==> src/rtl/query_requester.sv <==
// Initiator end of the query protocol: accepts core queries into NSLOT slots, issues
// request packets into the requestor NoC and matches responses back by reg_id.
// Optional feature macro: QREQ_RETRY_EN. When it is defined, timed-out queries are
// re-issued up to MAX_RETRY times before being abandoned. When it is undefined, a
// timeout abandons the query at once.
module query_requester #(
  parameter int unsigned DATA_W  = 16,
  parameter int unsigned RESP_W  = 25,
  parameter int unsigned REQ_W   = 12,
  parameter int unsigned NSLOT   = 4,
  parameter int unsigned TIMEOUT = 255
`ifdef QREQ_RETRY_EN
  ,
  parameter int unsigned MAX_RETRY = 2
`endif
) (
  input  logic              clk,
  input  logic              reset,
  input  logic [1:0]        id,
  input  logic              q_valid,
  input  logic [5:0]        q_reg_id,
  input  logic [1:0]        q_target,
  output logic              q_ready,
  output logic [REQ_W-1:0]  req_out,
  output logic              req_write,
  input  logic              req_full,
  input  logic              req_almost_full,
  input  logic [RESP_W-1:0] resp_in,
  output logic              res_valid,
  output logic [5:0]        res_reg_id,
  output logic [DATA_W-1:0] res_data,
  output logic              stray,
  output logic              err
);

  typedef enum logic [1:0] {StFree, StPend, StWait} slot_st_e;

  localparam logic [7:0] TimeoutVal = 8'(TIMEOUT);

  slot_st_e   state_q [NSLOT];
  slot_st_e   state_d [NSLOT];
  logic [5:0] reg_q   [NSLOT];
  logic [5:0] reg_d   [NSLOT];
  logic [1:0] tgt_q   [NSLOT];
  logic [1:0] tgt_d   [NSLOT];
  logic [7:0] timer_q [NSLOT];
  logic [7:0] timer_d [NSLOT];
`ifdef QREQ_RETRY_EN
  logic [1:0] retry_q [NSLOT];
  logic [1:0] retry_d [NSLOT];
`endif

  logic [NSLOT-1:0] accept_sel;
  logic [NSLOT-1:0] issue_sel;
  logic [NSLOT-1:0] match;
  logic             any_free;
  logic             dup;
  logic             accept;
  logic             issue_ok;
  logic [REQ_W-1:0] req_pkt;
  logic             timeout_err;

  logic              resp_v;
  logic [1:0]        resp_dest;
  logic [5:0]        resp_reg;
  logic [DATA_W-1:0] resp_data;

  assign resp_v    = resp_in[0];
  assign resp_dest = resp_in[2:1];
  assign resp_reg  = resp_in[8:3];
  assign resp_data = resp_in[DATA_W+8:9];

  // Throttle on NoC fullness: almost_full matters when a write is already in flight.
  assign issue_ok = !((req_write & req_almost_full) | (~req_write & req_full));

  // Slot selection: lowest FREE slot for accept, lowest PEND slot for issue, response match.
  always_comb begin
    any_free   = 1'b0;
    dup        = 1'b0;
    accept_sel = '0;
    issue_sel  = '0;
    match      = '0;
    req_pkt    = '0;
    for (int i = 0; i < NSLOT; i++) begin
      if (state_q[i] == StFree) begin
        if (!any_free) accept_sel[i] = 1'b1;
        any_free = 1'b1;
      end else if (reg_q[i] == q_reg_id) begin
        dup = 1'b1;
      end
      if (state_q[i] == StPend && issue_sel == '0) issue_sel[i] = 1'b1;
      match[i] = resp_v && (resp_dest == id) && (state_q[i] == StWait) &&
                 (reg_q[i] == resp_reg);
    end
    q_ready = reset & any_free & ~dup;
    accept  = q_valid & q_ready;
    if (!accept) accept_sel = '0;
    if (!issue_ok) issue_sel = '0;
    for (int i = 0; i < NSLOT; i++) begin
      if (issue_sel[i]) req_pkt = REQ_W'({1'b0, reg_q[i], id, tgt_q[i], 1'b1});
    end
  end

  // Per-slot next state: accept, issue, response match (wins over timeout), timer/timeout.
  always_comb begin
    timeout_err = 1'b0;
    for (int i = 0; i < NSLOT; i++) begin
      state_d[i] = state_q[i];
      reg_d[i]   = reg_q[i];
      tgt_d[i]   = tgt_q[i];
      timer_d[i] = timer_q[i];
`ifdef QREQ_RETRY_EN
      retry_d[i] = retry_q[i];
`endif
      unique case (state_q[i])
        StFree: begin
          if (accept_sel[i]) begin
            state_d[i] = StPend;
            reg_d[i]   = q_reg_id;
            tgt_d[i]   = q_target;
`ifdef QREQ_RETRY_EN
            retry_d[i] = 2'd0;
`endif
          end
        end
        StPend: begin
          if (issue_sel[i]) begin
            state_d[i] = StWait;
            timer_d[i] = 8'd0;
          end
        end
        StWait: begin
          if (match[i]) begin
            state_d[i] = StFree;
          end else if (timer_q[i] == TimeoutVal) begin
`ifdef QREQ_RETRY_EN
            if (32'(retry_q[i]) < MAX_RETRY) begin
              retry_d[i] = retry_q[i] + 2'd1;
              state_d[i] = StPend;
            end else begin
              state_d[i]  = StFree;
              timeout_err = 1'b1;
            end
`else
            state_d[i]  = StFree;
            timeout_err = 1'b1;
`endif
          end else begin
            timer_d[i] = timer_q[i] + 8'd1;
          end
        end
        default: state_d[i] = StFree;
      endcase
    end
  end

  // Slot state registers; reset discards every outstanding query.
  always_ff @(posedge clk) begin
    if (!reset) begin
      for (int i = 0; i < NSLOT; i++) begin
        state_q[i] <= StFree;
        reg_q[i]   <= 6'd0;
        tgt_q[i]   <= 2'd0;
        timer_q[i] <= 8'd0;
`ifdef QREQ_RETRY_EN
        retry_q[i] <= 2'd0;
`endif
      end
    end else begin
      for (int i = 0; i < NSLOT; i++) begin
        state_q[i] <= state_d[i];
        reg_q[i]   <= reg_d[i];
        tgt_q[i]   <= tgt_d[i];
        timer_q[i] <= timer_d[i];
`ifdef QREQ_RETRY_EN
        retry_q[i] <= retry_d[i];
`endif
      end
    end
  end

  // Registered outputs: request strobe/packet, result, stray and err pulses.
  always_ff @(posedge clk) begin
    if (!reset) begin
      req_out    <= '0;
      req_write  <= 1'b0;
      res_valid  <= 1'b0;
      res_reg_id <= 6'd0;
      res_data   <= '0;
      stray      <= 1'b0;
      err        <= 1'b0;
    end else begin
      req_write <= |issue_sel;
      if (|issue_sel) req_out <= req_pkt;
      res_valid <= |match;
      if (|match) begin
        res_reg_id <= resp_reg;
        res_data   <= resp_data;
      end
      stray <= resp_v & ~(|match);
      err   <= timeout_err;
    end
  end

endmodule

==> config.mk <==
export PLATFORM = sky130hd
export DESIGN_NAME = query_requester
export DESIGN_NICKNAME = d
export VERILOG_FILES = /design/src/rtl/query_requester.sv
export SDC_FILE = /design/constraint.sdc
export NUM_CORES = 1
export LEC_CHECK = 0
export ABC_CLOCK_PERIOD_IN_PS = 4200
export CELL_PAD_IN_SITES_DETAIL_PLACEMENT = 2
export CELL_PAD_IN_SITES_GLOBAL_PLACEMENT = 2
export CORE_MARGIN = 1
export CORE_UTILIZATION = 32
export CTS_CLUSTER_DIAMETER = 30
export DETAILED_ROUTE_END_ITERATION = 16
export PLACE_DENSITY = 0.78
export SYNTH_ARGS = -nofsm -noshare
export SYNTH_HDL_FRONTEND = slang
export SYNTH_SLANG_ARGS = --single-unit
==> constraint.sdc <==
create_clock -name clk -period 4.2 [get_ports clk]
set_clock_uncertainty 0.2 [all_clocks]
set_input_delay 1.26 -clock clk [delete_from_list [all_inputs] [get_ports clk]]
set_output_delay 1.26 -clock clk [all_outputs]
set_load 0.02 [all_outputs]
## Yosys cells after proc, flatten, opt, wreduce, memory -nomap -nowiden

Memories as Yosys holds them, arrays and structs flattened.
Index checks and enable logic that the tools add are counted.

| storage, ports and cells | value |
|---|---|
| register bits | 38 |
| RAM bits | 72 |
| memories kept | 4 |

Memory list:

| memory | depth | bits a word | read ports | clocked after memory_dff | wr ports | RTL line | source |
|---|---|---|---|---|---|---|---|
| timer_q | 4 | 8 | 4 | 0 | 4 | 46 | `logic [7:0] timer_q [NSLOT];` |
| reg_q | 4 | 6 | 4 | 0 | 4 | 42 | `logic [5:0] reg_q [NSLOT];` |
| state_q | 4 | 2 | 4 | 0 | 4 | 40 | `slot_st_e state_q [NSLOT];` |
| tgt_q | 4 | 2 | 4 | 0 | 4 | 44 | `logic [1:0] tgt_q [NSLOT];` |

| operators by class | value |
|---|---|
| add/subtract/negate cells | 4 |
| equality and inequality tests | 21 |
| mux-type cells | 110 |
| bitwise gates (word level) | 27 |
| reductions and logical operators | 20 |

Operators with widths:

| kind | count |
|---|---|
| 2-to-1 mux 8 bit | 16 |
| 2-to-1 mux 6 bit | 12 |
| 2-to-1 mux 2 bit | 32 |
| case mux 8 bit (2 select lines) | 4 |
| == test 6 bit | 8 |
| 2-to-1 mux 1 bit | 36 |
| 2-to-1 mux 12 bit | 3 |
| adder 8 x 1 -> 8 bit (second input constant) | 4 |
| == test 8 bit (second input constant) | 4 |
| case mux 2 bit (3 select lines) | 4 |
| OR 1 bit | 17 |
| logical AND 1 bit | 12 |
| 2-to-1 mux 11 bit | 1 |
| logical NOT 2 bit | 5 |
| == test 2 x 1 -> 1 bit (second input constant) | 4 |
| == test 2 bit (second input constant) | 4 |
| 2-to-1 mux 4 bit | 2 |
| OR reduction 4 bit | 2 |
| AND 1 bit | 6 |
| NOT 1 bit | 4 |
| logical NOT 3 bit | 1 |
| == test 2 bit | 1 |

## Logic depth before layout (Yosys ltp)

Gate-level depths: netlist of run 1.
An unclocked memory read counts as a cell.

| logic depth | value |
|---|---|
| word-level depth | 17 |
| depth in mapped cells | 9 |
| depth with buffers taken out | 7 |

## Least setup slack after synthesis of run 1

No wires, ideal clock.

| path | value |
|---|---|
| path kind | input to output |
| start point | input port q_reg_id[3] |
| end point | output port q_ready |
| arrival | 2.705 ns |
| data required time | 2.740 ns |
| setup slack | 0.035 ns |
| stages | 6 |
| path through | buf_2 xor2_1 or4_1 nor4_1 nor2_1 and3_1 |

| on the way | value |
|---|---|
| cells in the longest elaborated chain, start to end | 11 |
| elaborated cells on any way between the ends | 14 |

RTL lines:

| element | RTL line | source |
|---|---|---|
| from (decl) | 21 | `input logic [5:0] q_reg_id,` |
| == test 6 bit | 88 | `end else if (reg_q[i] == q_reg_id) begin` |
| 2-to-1 mux 1 bit | 88 |  |
| 2-to-1 mux 1 bit | 85 | `if (state_q[i] == StFree) begin` |
| 2-to-1 mux 1 bit | 88 |  |
| 2-to-1 mux 1 bit | 85 |  |
| 2-to-1 mux 1 bit | 88 |  |
| 2-to-1 mux 1 bit | 85 |  |
| 2-to-1 mux 1 bit | 88 |  |
| 2-to-1 mux 1 bit (*) | 85 |  |
| NOT 1 bit (*) | 95 | `q_ready = reset & any_free & ~dup;` |
| AND 1 bit (*) | 95 |  |
| to (decl) | 23 | `output logic q_ready,` |

Every way passes the cells marked *; elsewhere a longest branch is shown, timed or not.

## Final worst setup path of run 1

| path | value |
|---|---|
| start point | input port q_reg_id[1] |
| end point | output port q_ready |

The elaborated chain is that of the path after synthesis.

==> results.yml, run 1 <==
outcome:
  status: "completed"
logic_synthesis:
  ys_seq_area_share_pct: 40.4
  syn_inst: 649
  synth_flop_cell: "dfxtp_1"
  async_flop_share_pct: 0
  yosysWarnings: 0
  ys_types: 57
  synth_nets: 693
  ys_seq_elements: 109
  synth_edf_count: 0
  synth_area_um2: 5400
  synthesis.area_per_instance_um2: 8.32
power:
  pwr-share-seq_pct: 48.9
  power.share.clock_pct: 41.6
  internal_power_uw: 1650
  power_density_nw_per_um2: 318
  p_switching_uw: 526
  pwr-share-comb_pct: 9.5
  p_leak_uw: 0.00281
  ir_drop_v: 0.000218
  netSwitchingFraction_pct: 24.2
timing:
  setup_viol: 0
  max_slew.worst_pin.slew_ns: 0.976
  fin_crit_sh_pct: 99.8
  slew_headroom_pct: 35.0
  hold_slack_ns: 0.257
  report.final.slew_viol_count: 0
  max_freq_mhz: 239
  rsz0062_at_grt: "true"
  fin_crit_ns: 4.19
  hold_viol: 0
placement:
  placed_area_um2: 6500
  place_hpwl_um: 13800
  gp_congestion: 0.912
  numPortBuffers: 77
setup_path:
  criticalPathCategory: "in -> out"
  r2r_cells: 6
  path_buf_inv: 3
  worstSetupEndpointType: "output port"
  crit_required_ns: 2.74
  crit_slowest_cell: "or4_1"
  cp_top_family: "simple AND/OR/NAND/NOR gates"
  critPathMostFrequentCell: "buf_6"
  crit_fanout: 2
  arrival_ns: 2.73
  path_cells: "buf_6 > xor2_1 > or4_1 > nor4_1 > buf_4 > nor2_2 > and3_4 > buf_6"
  cp_num_cells: 8
  critPathLaunchType: "input port"
  critPathMaxStageDelay_ns: 0.53
floorplan:
  num_rows: 47
  die_y_um: 132
  io_pins: 79
  die_width_um: 132
  design.die.area_um2: 17400
  initial_core_util_pct: 32.7
  coreArea_um2: 16500
grt:
  antenna_found_initial: 0
  grt_pass1_wl_um: 30200
  grt_pass1_vias: 5513
  grt_max_degree: 96
  grt_overflow: 0
  grtUsageTotal_pct: 22.4
clock_tree:
  cts.hold.buffers_added: 0
  cts_tree: "built"
  path_clk_slew_ns: 0.07
  cts_root_buffer: "clkbuf_16"
  clk_path_buf_depth: 2
  numCtsBuffers: 9
  h-tree-depth: 3
  cts_num_sinks: 109
  insertion_delay_ns: 0.36
flow_run:
  drv_cap: 0
routing:
  vias: 4943
  drc: 0
  viasPerCell: 5.19
  drt-met1-wl_um: 7810
  dr.pass1.iters: 6
  top_layer: "met4"
  ant_nets: 0
  wl_um: 18700
  drtIter0Drc: 190
  wl_met2_um: 9780
  routedWlPerCell_um: 19.7
  routed-wl-met3_um: 580
layout:
  fillers: 1856
  n_antenna_cell: 0
  post_route_cells_drive_above_1_share_pct: 8.88
  fin_nets: 771
  final_area_um2: 6830
  area_growth_pct: 26.5
worst_hold_path:
  min_path_cells: 2
  worstHoldPathType: "reg -> reg"
-- final timing paths --
path,to,slack (ns),startpoint
setup / recovery,q_ready,0.008,q_reg_id[1]
hold / removal,tgt_q[3][1]$_SDFFE_PN0P_,0.26,tgt_q[3][1]$_SDFFE_PN0P_
setup reg to reg,timer_q[3][4]$_SDFFE_PN0P_,1.64,req_write$_SDFF_PN0_
hold reg to reg,tgt_q[3][1]$_SDFFE_PN0P_,0.26,tgt_q[3][1]$_SDFFE_PN0P_
-- Yosys cell counts, drive strengths merged, types with 10 or more instances --
cell	number	area share [%]
clkbuf	19	1.3
nand3	20	1.9
nor3	10	1.0
buf	22	2.4
nand4	22	2.5
xnor2	21	3.4
mux2i	48	8.9
xor2	49	7.9
nand2	146	10
a21oi	24	2.3
nor2	45	3.2
dfxtp	109	40
o21ai	23	2.1
-- layout by cell type (no fill, tap or decap), types with 4 or more instances in the layout --
| cell type | instances |
|---|---|
| a21oi_1 | 23 |
| dfxtp_1 | 109 |
| or3_1 | 9 |
| nor3_1 | 9 |
| clkdlybuf4s50_1 | 69 |
| clkbuf_16 | 9 |
| nand3_1 | 20 |
| and3_1 | 5 |
| nor2_1 | 43 |
| and2_1 | 6 |
| ha_1 | 4 |
| buf_4 | 30 |
| xor2_1 | 48 |
| nor4_1 | 8 |
| nand2_1 | 146 |
| nand2b_1 | 9 |
| o21ai_0 | 20 |
| nor2b_1 | 4 |
| nand4_1 | 22 |
| xnor2_1 | 21 |
| mux2i_1 | 48 |
| o22ai_1 | 4 |
-- sequential cells by signal, indices dropped and copies added (netlist names) --
register and flops:
timer_q 32, reg_q 24, res_data 16, req_out 11, state_q 8, tgt_q 8, res_reg_id 6, err 1
req_write 1, res_valid 1, stray 1
-- cell type report --
type	count	area, µm²	area share, %
clock buffers	13	270	3.96
multi-input cells	496	3040	44.4
inverters	3	11.3	0.165
well taps	220	275	4.03
flip-flops and latches	109	2180	31.9
clock inverters	3	42.5	0.623
repair buffers	108	1010	14.9
-- stage by stage --
| step | total power [µW] | util, % | setup slack (ns) | instances | setup TNS, ns |
|---|---|---|---|---|---|
| after floorplan | 1200 | - | 0.0349 | 649 | 0 |
| after global placement | 1280 | 39.3 | -0.891 | 934 | -0.891 |
| after detailed placement | 1290 | 39.3 | -0.908 | 934 | -0.908 |
| after CTS | 2200 | 41.3 | -0.0584 | 950 | -0.0584 |
| after global routing | 2260 | 41.3 | -0.0352 | 952 | -0.0352 |
| final | 2170 | 41.3 | 0.00786 | 952 | 0 |
-- power by group through the flow --
stage | registers, µW | logic (µW) | clock network [µW]
after global placement | 1080 | 198 | 0
after floorplan | 1080 | 113 | 0
after global routing | 1060 | 224 | 975
after CTS | 1060 | 209 | 931
final | 1060 | 207 | 904
after detailed placement | 1080 | 208 | 0
-- worst register-to-register path, stage by stage (launching register included) --
cell and delay (ns):
dfxtp_1 0.39, mux2i_1 0.36, nand2_1 0.17, o2111ai_1 0.33
nand2_1 0.36, or4_1 0.61, nand2_1 0.08
-- logic make-up (layout without fill, tap and decap cells) --
kind of cell / Yosys count / count (layout) / synth area share [%]
compound gates: 68 / 68 / 7.60
xor+xnor: 70 / 70 / 11.4
fa+ha+maj: 4 / 4 / 0.927
buf+inv: 44 / 127 / 3.94
flops: 109 / 109 / 40.4
mux: 49 / 49 / 9.17
other cells: 1 / 1 / 0.0694
simple gates: 304 / 304 / 26.5
-- per-layer routing --
metal  global-route usage [%]  vias up
met3                     5.07       35
met1                     25.2     2482
li1                         -     2357
met4                     8.79        0
met5                        0        -
met2                     40.8       69
-- what timing repair did --
item                       4_1_cts  5_1_grt
pin swaps                        3        2
resized for setup               26        0
setup endpoints to repair        1        1
setup buffers                    0        2
No activity file was read; power rests on OpenSTA's default activity.
==> run 2: changes to the inputs <==
--- a/config.mk
+++ b/config.mk
@@ -9,10 +9,12 @@
 export CELL_PAD_IN_SITES_DETAIL_PLACEMENT = 2
 export CELL_PAD_IN_SITES_GLOBAL_PLACEMENT = 2
 export CORE_MARGIN = 1
-export CORE_UTILIZATION = 32
+export CORE_UTILIZATION = 35
 export CTS_CLUSTER_DIAMETER = 30
 export DETAILED_ROUTE_END_ITERATION = 16
-export PLACE_DENSITY = 0.78
+export DONT_BUFFER_PORTS = 1
+export PLACE_DENSITY = 0.73
+export REMOVE_ABC_BUFFERS = 1
 export SYNTH_ARGS = -nofsm -noshare
 export SYNTH_HDL_FRONTEND = slang
 export SYNTH_SLANG_ARGS = --single-unit
==> results.yml, run 2 (same netlist as run 1, synthesis figures left out) <==
timing:
  fin_crit_ns: 4.09
  report.final.slew_viol_count: 0
  max_freq_mhz: 245
  finalSetupTns_ns: 0
  setup_viol: 0
  rsz0062_at_grt: "false"
  hold_viol: 0
  max_slew.worst_pin.slew_ns: 0.916
  slew_headroom_pct: 38.9
  fin_crit_sh_pct: 97.3
clock_tree:
  path_clk_slew_ns: 0.07
  h-tree-depth: 3
  cts.hold.buffers_added: 0
  insertion_delay_ns: 0.37
  cts_tree: "built"
  cts_num_sinks: 109
  cts_setup_buffers: 0
  numCtsBuffers: 9
  cts_resized: 0
  clk_path_buf_depth: 2
  cts_root_buffer: "clkbuf_16"
power:
  internal_power_uw: 1620
  p_switching_uw: 525
  power_density_nw_per_um2: 366
  ir_drop_v: 0.000180
  p_leak_uw: 0.00241
  pwr-share-comb_pct: 5.6
  pwr-share-seq_pct: 49.6
  power.share.clock_pct: 44.9
  netSwitchingFraction_pct: 24.4
worst_hold_path:
  worstHoldPathType: "reg -> reg"
placement:
  gp_congestion: 0.816
  numPortBuffers: 0
  placed_area_um2: 5540
  place_hpwl_um: 12000
setup_path:
  path_cells: "xor2_1 > or4_1 > nor4_1 > buf_4 > nor2_1 > and3_1"
  worstSetupEndpointType: "output port"
  critPathMaxStageDelay_ns: 0.50
  crit_required_ns: 2.74
  crit_fanout: 6
  crit_slowest_cell: "or4_1"
  criticalPathCategory: "in -> out"
  cp_top_family: "simple AND/OR/NAND/NOR gates"
  path_buf_inv: 1
  critPathLaunchType: "input port"
  arrival_ns: 2.63
grt:
  grt_overflow: 0
  grtUsageTotal_pct: 21.4
  antenna_found_initial: 0
  grt_max_degree: 98
  grt_pass1_vias: 4837
  grt_pass1_wl_um: 26300
flow_run:
  drv_cap: 0
routing:
  drc: 0
  drtIter0Drc: 171
  ant_nets: 0
  vias: 4522
  viasPerCell: 5.49
  dr.pass1.iters: 6
  wl_um: 16300
  routedWlPerCell_um: 19.8
layout:
  largest_reg_flops: 32
  post_route_cells_drive_above_1_share_pct: 6.29
  mostFrequentLayoutCells: "nand2_1, dfxtp_1, xor2_1, mux2i_1, nor2_1"
  area_growth_pct: 8.76
  layout_commonest_cell: "nand2_1"
  n_antenna_cell: 0
  final_area_um2: 5870
  top_regs: "timer_q: 32 flops, reg_q: 24 flops, res_data: 16 flops"
  fin_nets: 675
  fillers: 1678
  largest-register: "timer_q"
outcome:
  status: "completed"
floorplan:
  initial_core_util_pct: 35.7
  design.die.area_um2: 15900
  die_width_um: 126
  die_y_um: 126
  num_rows: 45
  coreArea_um2: 15100
  io_pins: 79
-- run 2: changes by cell type in the layout (fill, tap and decap cells not counted), moves of 3 or more --
cell,before,now
clkbuf_8,3,0
clkdlybuf4s50_1,69,0
buf_4,30,12
dlygate4sd2_1,3,0
-- run 2: worst paths after layout --
check	from	to	slack, ns	cells past startpoint
hold / removal	tgt_q[1][1]$_SDFFE_PN0P_	tgt_q[1][1]$_SDFFE_PN0P_	0.26	2
hold reg to reg	tgt_q[1][1]$_SDFFE_PN0P_	tgt_q[1][1]$_SDFFE_PN0P_	0.26	2
setup reg to reg	req_write$_SDFF_PN0_	timer_q[3][4]$_SDFFE_PN0P_	1.39	6
setup / recovery	q_reg_id[3]	q_ready	0.11	6
-- run 2: final cells by class --
cell class	instances	area (µm²)	area share, %
Multi-Input combinational cell	496	3030	51.5
Sequential cell	109	2180	37.1
Tap cell	188	235	4.00
Clock buffer	9	225	3.83
Clock inverter	7	105	1.79
Timing Repair Buffer	12	90.1	1.53
Inverter	3	11.3	0.192
-- run 2: stage by stage --
step           worst slack [ns]  utilization (%)  total power, µW  cells  hold slack (ns)
2_1_floorplan             0.197                -             1170    608            0.236
3_3_place_gp              0.132             36.6             1200    808            0.246
3_5_place_dp              0.103             36.6             1210    808            0.256
4_1_cts                   0.103             38.8             2170    824            0.266
5_1_grt                 0.00675             38.8             2210    824            0.292
6_report                  0.113             38.8             2150    824            0.262
-- run 2: power groups by stage --
stage	clock, µW	sequential, µW	combinational, µW
4_1_cts	983	1060	121
3_5_place_dp	0	1090	120
6_report	964	1060	120
2_1_floorplan	0	1080	83.3
5_1_grt	1010	1070	134
3_3_place_gp	0	1090	116
-- run 2: tightest hold or removal path, delay by kind of cell, from the launching register on --
| kind | cells | cell delay (ns) |
|---|---|---|
| DFF | 1 | 0.31 |
| and+or+nand+nor | 1 | 0.05 |
| AOI/OAI and AO/OA | 1 | 0.06 |
-- run 2: per-layer routing --
metal | GRT usage, % | part of all wire [%] | routed length (µm) | vias up
met5 | 0 | 0 | 0 | -
met4 | 8.22 | 1.7 | 275 | 0
met3 | 3.57 | 4.7 | 763 | 15
met2 | 36.9 | 49 | 7970 | 83
met1 | 26.7 | 45 | 7320 | 2253
li1 | - | - | - | 2171
==> run 3: changes to the inputs <==
--- a/config.mk
+++ b/config.mk
@@ -5,6 +5,7 @@
 export SDC_FILE = /design/constraint.sdc
 export NUM_CORES = 1
 export LEC_CHECK = 0
+export ABC_AREA = 0
 export ABC_CLOCK_PERIOD_IN_PS = 4200
 export CELL_PAD_IN_SITES_DETAIL_PLACEMENT = 2
 export CELL_PAD_IN_SITES_GLOBAL_PLACEMENT = 2
==> results of run 3 <==
The final DEF is identical to that of run 2; final timing and power are the same.
